### config.mk
export PLATFORM = sky130hd
export DESIGN_NAME = pc_fetch_unit_flat
export DESIGN_NICKNAME = d
export VERILOG_FILES = /design/src/rtl/pc_fetch_if.sv /design/src/rtl/pc_fetch_unit.sv /design/src/flat_wrapper.sv
export SDC_FILE = /design/constraint.sdc
export NUM_CORES = 1
export LEC_CHECK = 0
export BUFFER_PORTS_ARGS = -buffer_cell sky130_fd_sc_hd__buf_2
export CAP_MARGIN = 20
export CORE_ASPECT_RATIO = 0.7
export CORE_UTILIZATION = 51
export DETAILED_ROUTE_END_ITERATION = 10
export PLACE_DENSITY = 0.83
export SKIP_LAST_GASP = 1
export SLEW_MARGIN = 0
export SYNTH_ARGS = -nofsm -noshare
export SYNTH_HDL_FRONTEND = slang
export SYNTH_SLANG_ARGS = --single-unit
### constraint.sdc
create_clock -name clk -period 3.6 [get_ports clk]
set_input_delay 0.54 -clock clk [delete_from_list [all_inputs] [get_ports clk]]
set_output_delay 0.54 -clock clk [all_outputs]
set_load 0.005 [all_outputs]
### src/rtl/pc_fetch_if.sv
// Bundle of the fetch-unit control inputs and the fetch-request / RAS status
// outputs. The decode/ALU redirect side uses the master modport; the fetch
// unit itself uses the slave modport.
interface pc_fetch_if #(
  parameter int ADDR_W = 11
);
  logic              pc_en;
  logic              fetch_ready;
  logic [1:0]        pc_sel;
  logic [ADDR_W-1:0] imm_addr;
  logic [ADDR_W-1:0] alu_addr;
  logic              call;
  logic              ret;
  logic [ADDR_W-1:0] pc;
  logic              pc_valid;
  logic              ras_empty;
  logic              ras_full;
  logic              ras_underflow;
  logic              misalign_err;
  logic [ADDR_W-1:0] err_addr;

  modport master (
    output pc_en, fetch_ready, pc_sel, imm_addr, alu_addr, call, ret,
    input  pc, pc_valid, ras_empty, ras_full, ras_underflow, misalign_err, err_addr
  );

  modport slave (
    input  pc_en, fetch_ready, pc_sel, imm_addr, alu_addr, call, ret,
    output pc, pc_valid, ras_empty, ras_full, ras_underflow, misalign_err, err_addr
  );
endinterface

### src/rtl/pc_fetch_unit.sv
// Program-counter fetch unit: holds the fetch PC, selects the next PC from
// sequential / immediate / ALU / hold sources or from a circular return-address
// stack, handshakes with instruction memory and flags misaligned targets.
// Every output comes straight from a register.
module pc_fetch_unit #(
  parameter int                ADDR_W    = 11,
  parameter logic [ADDR_W-1:0] RESET_VEC = '0,
  parameter int                RAS_DEPTH = 4
) (
  input logic       clk,
  input logic       rst_n,
  pc_fetch_if.slave bus
);

  localparam int PTR_W = (RAS_DEPTH > 1) ? $clog2(RAS_DEPTH) : 1;
  localparam int CNT_W = $clog2(RAS_DEPTH + 1);

  localparam logic [ADDR_W-1:0] PC_STEP  = ADDR_W'(3'd4);
  localparam logic [CNT_W-1:0]  CNT_FULL = CNT_W'(RAS_DEPTH);
  localparam logic [CNT_W-1:0]  CNT_ONE  = CNT_W'(1'b1);
  localparam logic [PTR_W-1:0]  PTR_ONE  = PTR_W'(1'b1);

  // Word alignment: the two low address bits must be clear.
  function automatic logic is_aligned(input logic [ADDR_W-1:0] addr);
    is_aligned = (addr[1:0] == 2'b00);
  endfunction

  // Architectural state
  logic [ADDR_W-1:0] pc_r;
  logic              pc_valid_r;
  logic              ras_empty_r;
  logic              ras_full_r;
  logic              ras_underflow_r;
  logic              misalign_err_r;
  logic [ADDR_W-1:0] err_addr_r;
  logic [ADDR_W-1:0] ras_mem_r [RAS_DEPTH];
  logic [PTR_W-1:0]  top_r;
  logic [CNT_W-1:0]  count_r;

  // Next-state helpers
  logic              adv_s;
  logic [ADDR_W-1:0] pc_plus4_s;
  logic              ras_nonempty_s;
  logic [ADDR_W-1:0] target_s;
  logic              underflow_s;
  logic              aligned_s;
  logic              take_s;
  logic              redirect_s;
  logic              push_s;
  logic              pop_s;
  logic              replace_s;
  logic [CNT_W-1:0]  count_nxt_s;
  logic [PTR_W-1:0]  top_nxt_s;
  logic              wr_en_s;
  logic [PTR_W-1:0]  wr_idx_s;

  // Advance qualifier and next-PC target selection (RAS return has priority over pc_sel)
  always_comb begin
    adv_s          = pc_valid_r & bus.pc_en & bus.fetch_ready;
    pc_plus4_s     = pc_r + PC_STEP;
    ras_nonempty_s = (count_r != '0);
    target_s       = pc_r;
    underflow_s    = 1'b0;
    if (bus.ret) begin
      if (ras_nonempty_s) begin
        target_s = ras_mem_r[top_r];
      end else begin
        // Nothing to return to: fall back on the computed jalr target.
        target_s    = bus.alu_addr;
        underflow_s = 1'b1;
      end
    end else begin
      case (bus.pc_sel)
        2'b00:   target_s = pc_plus4_s;
        2'b01:   target_s = bus.imm_addr;
        2'b10:   target_s = bus.alu_addr;
        2'b11:   target_s = pc_r;
        default: target_s = pc_r;
      endcase
    end
    aligned_s = is_aligned(target_s);
  end

  // RAS bookkeeping: decide push / pop / top-replace and the next pointer and count
  always_comb begin
    take_s      = adv_s & aligned_s;
    redirect_s  = (bus.pc_sel == 2'b01) | (bus.pc_sel == 2'b10);
    // A call+ret pair with an empty stack degenerates into a plain push.
    push_s      = take_s & bus.call &
                  ((redirect_s & ~bus.ret) | (bus.ret & ~ras_nonempty_s));
    pop_s       = take_s & bus.ret & ras_nonempty_s & ~bus.call;
    replace_s   = take_s & bus.ret & ras_nonempty_s & bus.call;
    count_nxt_s = count_r;
    top_nxt_s   = top_r;
    wr_en_s     = 1'b0;
    wr_idx_s    = top_r;
    if (push_s) begin
      // The pointer wraps, so a push onto a full stack lands on the oldest entry.
      top_nxt_s = top_r + PTR_ONE;
      wr_en_s   = 1'b1;
      wr_idx_s  = top_r + PTR_ONE;
      if (count_r == CNT_FULL) begin
        count_nxt_s = count_r;
      end else begin
        count_nxt_s = count_r + CNT_ONE;
      end
    end else if (pop_s) begin
      top_nxt_s   = top_r - PTR_ONE;
      count_nxt_s = count_r - CNT_ONE;
    end else if (replace_s) begin
      wr_en_s  = 1'b1;
      wr_idx_s = top_r;
    end else begin
      wr_en_s = 1'b0;
    end
  end

  // Fetch PC, request valid, and the registered error pulses / captured address
  always_ff @(posedge clk or negedge rst_n) begin
    if (!rst_n) begin
      pc_r            <= RESET_VEC;
      pc_valid_r      <= 1'b0;
      ras_underflow_r <= 1'b0;
      misalign_err_r  <= 1'b0;
      err_addr_r      <= '0;
    end else begin
      // The first edge out of reset only raises the request; pc moves afterwards.
      pc_valid_r      <= 1'b1;
      ras_underflow_r <= adv_s & underflow_s;
      misalign_err_r  <= adv_s & ~aligned_s;
      if (take_s) begin
        pc_r <= target_s;
      end
      if (adv_s & ~aligned_s) begin
        err_addr_r <= target_s;
      end
    end
  end

  // RAS top pointer, occupancy count and registered empty/full flags
  always_ff @(posedge clk or negedge rst_n) begin
    if (!rst_n) begin
      top_r       <= '0;
      count_r     <= '0;
      ras_empty_r <= 1'b1;
      ras_full_r  <= 1'b0;
    end else begin
      top_r       <= top_nxt_s;
      count_r     <= count_nxt_s;
      ras_empty_r <= (count_nxt_s == '0);
      ras_full_r  <= (count_nxt_s == CNT_FULL);
    end
  end

  // RAS entry storage; contents are meaningless until pushed, so no reset
  always_ff @(posedge clk) begin
    if (wr_en_s) begin
      ras_mem_r[wr_idx_s] <= pc_plus4_s;
    end
  end

  assign bus.pc            = pc_r;
  assign bus.pc_valid      = pc_valid_r;
  assign bus.ras_empty     = ras_empty_r;
  assign bus.ras_full      = ras_full_r;
  assign bus.ras_underflow = ras_underflow_r;
  assign bus.misalign_err  = misalign_err_r;
  assign bus.err_addr      = err_addr_r;

endmodule
### src/flat_wrapper.sv
// flat-port wrapper written by rule: the top's interface ports become plain ports
module pc_fetch_unit_flat 
#(
  parameter int                ADDR_W    = 11,
  parameter logic [ADDR_W-1:0] RESET_VEC = '0,
  parameter int                RAS_DEPTH = 4
)
  (clk, rst_n, bus_pc_en, bus_fetch_ready, bus_pc_sel, bus_imm_addr, bus_alu_addr, bus_call, bus_ret, bus_pc, bus_pc_valid, bus_ras_empty, bus_ras_full, bus_ras_underflow, bus_misalign_err, bus_err_addr);
  pc_fetch_if #(.ADDR_W(ADDR_W)) bus_i ();
  input logic clk;
  input logic rst_n;
  input wire logic [$bits(bus_i.pc_en)-1:0] bus_pc_en;
  input wire logic [$bits(bus_i.fetch_ready)-1:0] bus_fetch_ready;
  input wire logic [$bits(bus_i.pc_sel)-1:0] bus_pc_sel;
  input wire logic [$bits(bus_i.imm_addr)-1:0] bus_imm_addr;
  input wire logic [$bits(bus_i.alu_addr)-1:0] bus_alu_addr;
  input wire logic [$bits(bus_i.call)-1:0] bus_call;
  input wire logic [$bits(bus_i.ret)-1:0] bus_ret;
  output wire logic [$bits(bus_i.pc)-1:0] bus_pc;
  output wire logic [$bits(bus_i.pc_valid)-1:0] bus_pc_valid;
  output wire logic [$bits(bus_i.ras_empty)-1:0] bus_ras_empty;
  output wire logic [$bits(bus_i.ras_full)-1:0] bus_ras_full;
  output wire logic [$bits(bus_i.ras_underflow)-1:0] bus_ras_underflow;
  output wire logic [$bits(bus_i.misalign_err)-1:0] bus_misalign_err;
  output wire logic [$bits(bus_i.err_addr)-1:0] bus_err_addr;
  assign bus_i.pc_en = bus_pc_en;
  assign bus_i.fetch_ready = bus_fetch_ready;
  assign bus_i.pc_sel = bus_pc_sel;
  assign bus_i.imm_addr = bus_imm_addr;
  assign bus_i.alu_addr = bus_alu_addr;
  assign bus_i.call = bus_call;
  assign bus_i.ret = bus_ret;
  assign bus_pc = bus_i.pc;
  assign bus_pc_valid = bus_i.pc_valid;
  assign bus_ras_empty = bus_i.ras_empty;
  assign bus_ras_full = bus_i.ras_full;
  assign bus_ras_underflow = bus_i.ras_underflow;
  assign bus_misalign_err = bus_i.misalign_err;
  assign bus_err_addr = bus_i.err_addr;
  pc_fetch_unit #(.ADDR_W(ADDR_W), .RESET_VEC(RESET_VEC), .RAS_DEPTH(RAS_DEPTH)) u_core (.clk(clk), .rst_n(rst_n), .bus(bus_i));
endmodule
======== Word-level counts from Yosys, hierarchy flattened ========
Memories as Yosys holds them, arrays and structs flattened.
Index checks and enable logic that the tools add are counted.
cells by class
  $add $sub $neg .......................... 5
  equal/unequal tests ..................... 5
  multiplexer cells ....................... 16
  bitwise logic cells ..................... 19
  reductions and logical operators ........ 5
operator list
  operator                                                                count
  11-bit one-hot mux with 4 select lines                                  1
  11-bit 2-to-1 mux                                                       2
  1-bit AND                                                               13
  11-bit by 3-bit adder with 11-bit output (second input constant)        1
  3-bit 2-to-1 mux                                                        3
  1-bit 2-to-1 mux                                                        7
  3-bit equality test (second input constant)                             2
  2-bit 2-to-1 mux                                                        3
  2-bit equality test (second input constant)                             2
  2-bit logical NOT                                                       2
  1-bit NOT                                                               4
  3-bit by 1-bit adder with 3-bit output (second input constant)          1
  3-bit logical NOT                                                       1
  3-bit nonzero test                                                      1
  3-bit by 1-bit subtractor with 3-bit output (second input constant)     1
  2-bit by 1-bit adder with 2-bit output (second input constant)          1
  2-bit by 1-bit equality test with 1-bit output (second input constant)  1
  1-bit OR                                                                2
  2-bit nonzero test                                                      1
  2-bit by 1-bit subtractor with 2-bit output (second input constant)     1
storage, ports and cells
  register bits ........................... 32
  memory bits (writable) .................. 44
  input bits .............................. 30
  memories ................................ 1
memory list
  memory            words  bits a word  read ports  clocked after Yosys merged registers in  write ports  line                 text
  u_core.ras_mem_r  4      11           1           0                                        1            pc_fetch_unit.sv:36  logic [ADDR_W-1:0] ras_mem_r [RAS_DEPTH];

======== Logic depth before layout (Yosys ltp) ========
  word-level depth ........................ 13
  depth in mapped cells ................... 12
  mapped depth without buffers ............ 10

======== Least setup slack after synthesis ========
No wires, ideal clock.
  path kind ............................... flip-flop to flip-flop
  from .................................... reg u_core.count_r[0]
  to ...................................... mem u_core.ras_mem_r[1][0], enable pin
  setup time .............................. 0.396 ns
  arrival ................................. 3.111 ns
  required time ........................... 3.204 ns
  slack ................................... 0.094 ns
  cell stages (with the launch flop) ...... 11
  clock period less this slack ............ 3.506 ns
  cell sequence ........................... dfrtp_1 inv_1 ha_1 nor2b_1 clkbuf_1 a21o_1 o31ai_4 buf_2 and2_1 ha_1 nor3b_1
on the way
  word-level cells in the longest chain between the ends .. 13
  elaborated cells on any way between the ends .. 20
  classes of those cells .................. mux (8); bitwise (10); reduce/logical (2)
RTL lines
  what                                    line                                      text
  from (decl)                             pc_fetch_unit.sv:38                       logic [CNT_W-1:0] count_r;
  from (signal assigned)                  pc_fetch_unit.sv:149                      count_r <= count_nxt_s;
  3-bit nonzero test (*)                  pc_fetch_unit.sv:61                       ras_nonempty_s = (count_r != '0);
  11-bit 2-to-1 mux                       pc_fetch_unit.sv:65                       if (ras_nonempty_s) begin
  11-bit 2-to-1 mux                       pc_fetch_unit.sv:64                       if (bus.ret) begin
  2-bit logical NOT                       pc_fetch_unit.sv:25                       is_aligned = (addr[1:0] == 2'b00);
  1-bit AND                               pc_fetch_unit.sv:86                       take_s = adv_s & aligned_s;
  1-bit AND (2 in series)                 pc_fetch_unit.sv:91, pc_fetch_unit.sv:92
  1-bit AND                               pc_fetch_unit.sv:92                       replace_s = take_s & bus.ret & ras_nonempty_s & bus.call;
  1-bit 2-to-1 mux                        pc_fetch_unit.sv:110                      end else if (replace_s) begin
  1-bit 2-to-1 mux                        pc_fetch_unit.sv:107                      end else if (pop_s) begin
  1-bit 2-to-1 mux                        pc_fetch_unit.sv:97                       if (push_s) begin
  1-bit 2-to-1 mux                        pc_fetch_unit.sv:157                      if (wr_en_s) begin
  1-bit 2-to-1 mux (implied by the code)  pc_fetch_unit.sv:158                      ras_mem_r[wr_idx_s] <= pc_plus4_s;
  to (decl)                               pc_fetch_unit.sv:36
Mark *: on every way between the ends. The rest lies on a longest branch, timed or not.

======== Worst setup path in the final report ========
  from .................................... reg u_core.count_r[0]
  to ...................................... mem u_core.ras_mem_r[1][6], enable pin
The elaborated chain is that of the path after synthesis.

==> impl_metrics.csv <==
group,metric,value,unit
status,status,"finished clean",
grt,grt_start_max_net_pins,33,
sta,period_needed,3.30,ns
clocking,ctsHoldBuffers,0,
run,cap_violations,0,
critical_path,timing.critical_path.from_type,"register",
power_and_ir_drop,p_leak,1.81,nW
sta,max_slew_margin_vs_limit,0.513,
critical_path,crit_type,"reg -> reg",
layout,antenna-diode-count,0,
synth,synth_largest_type_area_fraction,0.344,
synth,ys_seq_area_frac,0.553,
clocking,cts_root_buffer,"clkbuf_8",
power_and_ir_drop,power_density,661,mW/mm²
placed_design,post-place-cells,453,
placed_design,placedInstanceArea,0.00422,mm²
sta,rsz_0062_raised_after_global_routing,"no",
clocking,cts_made_buffers,9,
synth,ys_warn_count,0,
clocking,numClockSinks,76,
route,antenna_left,0,
power_and_ir_drop,internal_power,1.91,mW
sta,fin_tns_setup,0,ns
route,drcViolationCount,0,
critical_path,setup_slack_of_the_most_critical_reg_to_reg_path,0.30,ns
critical_path,worst-path-max-fanout,14,
critical_path,arrival,3.35,ns
grt,number_of_global_route_vias_before_repair,2734,
sta,worst-slew-pin-transition,0.731,ns
power_and_ir_drop,power.share.switching,0.343,
synth,ys_top_cells_by_area,"edfxtp_1 (34%), dfrtp_1 (20%), mux4_2 (5.9%), ha_1 (3.3%), mux2_2 (3.2%)",
route,drt_iter0_drc,291,
power_and_ir_drop,pwr-share-comb,0.325,
layout,area_delta_synth_final,14.7,%
sta,finalHoldViolations,0,
sta,clock_skew,0.00871,ns
synth,netlist_top_cells_count,"edfxtp_1 (44), dfrtp_1 (31), nand2_1 (30)",
placed_design,dpl.hpwl,6.27,mm
placed_design,routabilityCongestion,0.920,
critical_path,reg2reg_depth,9,
route,vias_per_cell,6.02,
power_and_ir_drop,p_sw,0.998,mW
critical_path,crit-reg2reg-capture,"u_core.ras_mem_r[1][6]",
synth,synth_top_cell_by_area,"edfxtp_1",
route,drt-total-wl,8.75,mm
clocking,clk_buf_depth,2,
power_and_ir_drop,ir_drop,0.384,mV
critical_path,crit-reg2reg-launch,"u_core.count_r[0]",
synth,synth_cell_area,0.00384,mm²
power_and_ir_drop,clk_network_pwr_share,0.214,
floorplanning,die_area,0.00788,mm²
floorplanning,top_level_ports,57,
layout,num-fill-cells,572,
layout,final_core_util,0.604,
floorplanning,core_area,0.00729,mm²
clocking,clk_pin_slew_worst_paths,0.08,ns
floorplanning,initial_core_utilization,0.527,
worst_hold_path,hold_class,"in -> async",
synth,synth_nets,350,
clocking,clkLatencyLatePin,0.35,ns
sta,setup_violations,0,
floorplanning,die_y,74.6,µm
critical_path,timing.critical_path.required,3.65,ns
clocking,post_cts.resized_instances,0,
layout,layoutNonFillerInstCount,468,
route,wl_per_cell,18.7,µm
sta,highest_clock_rate,303,MHz
floorplanning,chipWidth,106,µm
synth,synthCells,310,
clocking,cts_max_level,3,
synth,synth.ff_latch_count,76,
clocking,tritoncts,"yes",
synth,count_leader_synth,"edfxtp_1",
synth,edff_count_synth,44,
power_and_ir_drop,power_frac_seq,0.461,
synth,synth_ff_type,"edfxtp_1",
layout,final_nets,406,
grt,grt_remaining_overflow,0,
grt,grt_util_all_layers,0.233,
route,number_of_vias_in_the_routed_layout,2818,
route,drtPass1Iterations,5,
sta,fraction_of_the_cycle_the_final_worst_path_needs,0.918,
layout,fin_area,0.00440,mm²
clocking,post-cts-setup-buffer-count,0,
grt,number_of_antenna_violations_at_the_first_check_in_global_routing,0,
critical_path,critical_path.endpoint_type,"register",
placed_design,port_buffers,56,
floorplanning,row_count,26,
grt,wire_length_of_the_first_global_routing_pass,13.6,mm
power_and_ir_drop,power,2.91,mW
layout,post_route_cells_drive_above_1_share,0.297,
sta,timing.final.max_slew_violations,0,
synth,syn_area_cell,12.4,µm²
synth,synth.distinct_cells,54,
synth,postSynth.asyncResetShare,0.421,
[registers in the layout (all words and copies together) (netlist names), 2 cells and up]
signal / flops
u_core.ras_mem_r: 44
u_core.bus.err_addr: 11
u_core.bus.pc: 11
u_core.top_r: 2
u_core.count_r: 3
[cell families after synthesis]
family | synth area share
mux | 0.114
fa+ha+maj | 0.0326
buf+inv | 0.0385
flops | 0.553
compound gates | 0.121
other cells | 0.000977
simple gates | 0.114
xor+xnor | 0.0251
[worst max-delay path: stages (launching register included)]
cell and delay, ns:
dfrtp_1 0.43, inv_1 0.14, ha_1 0.26, nor2b_2 0.40
nor3_1 0.15, o31ai_4 0.54, and2_1 0.30, ha_1 0.30
nor3b_1 0.22, buf_4 0.25
[per-layer routing]
metal / share of wire / GRT usage / vias up
li1: - / - / 1275
met3: 0.081 / 0.0622 / 28
met5: 0 / 0 / -
met1: 0.41 / 0.289 / 1384
met4: 0.030 / 0.113 / 0
met2: 0.48 / 0.389 / 131
[through the flow]
step                hold slack (ns)  setup slack, ns
global route                  0.300           0.0524
detailed placement            0.493            0.150
global placement              0.488            0.375
floorplan                     0.244           0.0937
CTS                           0.249           0.0957
finish                        0.239            0.295
[worst max-delay path by stage]
stage	slack [ns]	cells after the start	start	endpoint
final	0.30	9	u_core.count_r[0]	u_core.ras_mem_r[1][6]
after global routing	0.05	9	u_core.count_r[0]	u_core.ras_mem_r[1][6]
after CTS	0.1	9	u_core.count_r[0]	u_core.ras_mem_r[1][6]
after detailed placement	0.15	9	u_core.count_r[0]	u_core.ras_mem_r[1][10]
after global placement	0.37	9	u_core.count_r[0]	u_core.ras_mem_r[3][9]
after floorplan	0.09	10	u_core.count_r[0]	u_core.ras_mem_r[1][0]
[cell usage in the layout, fill, tap and decap left out, types with 2 or more instances in the layout]
cell      count
o41ai_1       2
nor2_1       14
xor2_1        5
nand2_1      30
nand2b_1      2
a21boi_0      2
xnor2_1       6
buf_4        10
a211oi_1      3
o211ai_1      7
mux4_2       10
a22oi_1       5
nor3b_1       2
buf_2        56
and2_1        4
edfxtp_1     44
o21ai_0      15
a21oi_1       5
inv_1        13
nor3_1        8
mux2i_1       9
a31oi_1       3
o22ai_1       4
and3_1        4
nand3_1      11
dfrtp_1      31
clkinv_1      2
o211a_1       2
clkbuf_8      9
ha_1         10
mux2_2       11
a222oi_1      6
[area by class of cell]
class                      instances  area [µm²]  area share
inverter                          13        48.8      0.0111
sequential                        76        2120       0.483
tap                               98         123      0.0279
multi-input combinational        200        1570       0.357
clock buffer                      10         128      0.0290
timing repair buffer              66         355      0.0808
clock inverter                     5        53.8      0.0122
[power groups by stage]
stage                     clock network, mW  logic, mW  registers, mW
final                                 0.623      0.947           1.34
after detailed placement                  0      0.945           1.35
after CTS                             0.632      0.948           1.34
after global placement                    0      0.909           1.34
after global routing                  0.658       1.04           1.36
after floorplan                           0      0.666           1.29
(Power assumes the default switching activity.)
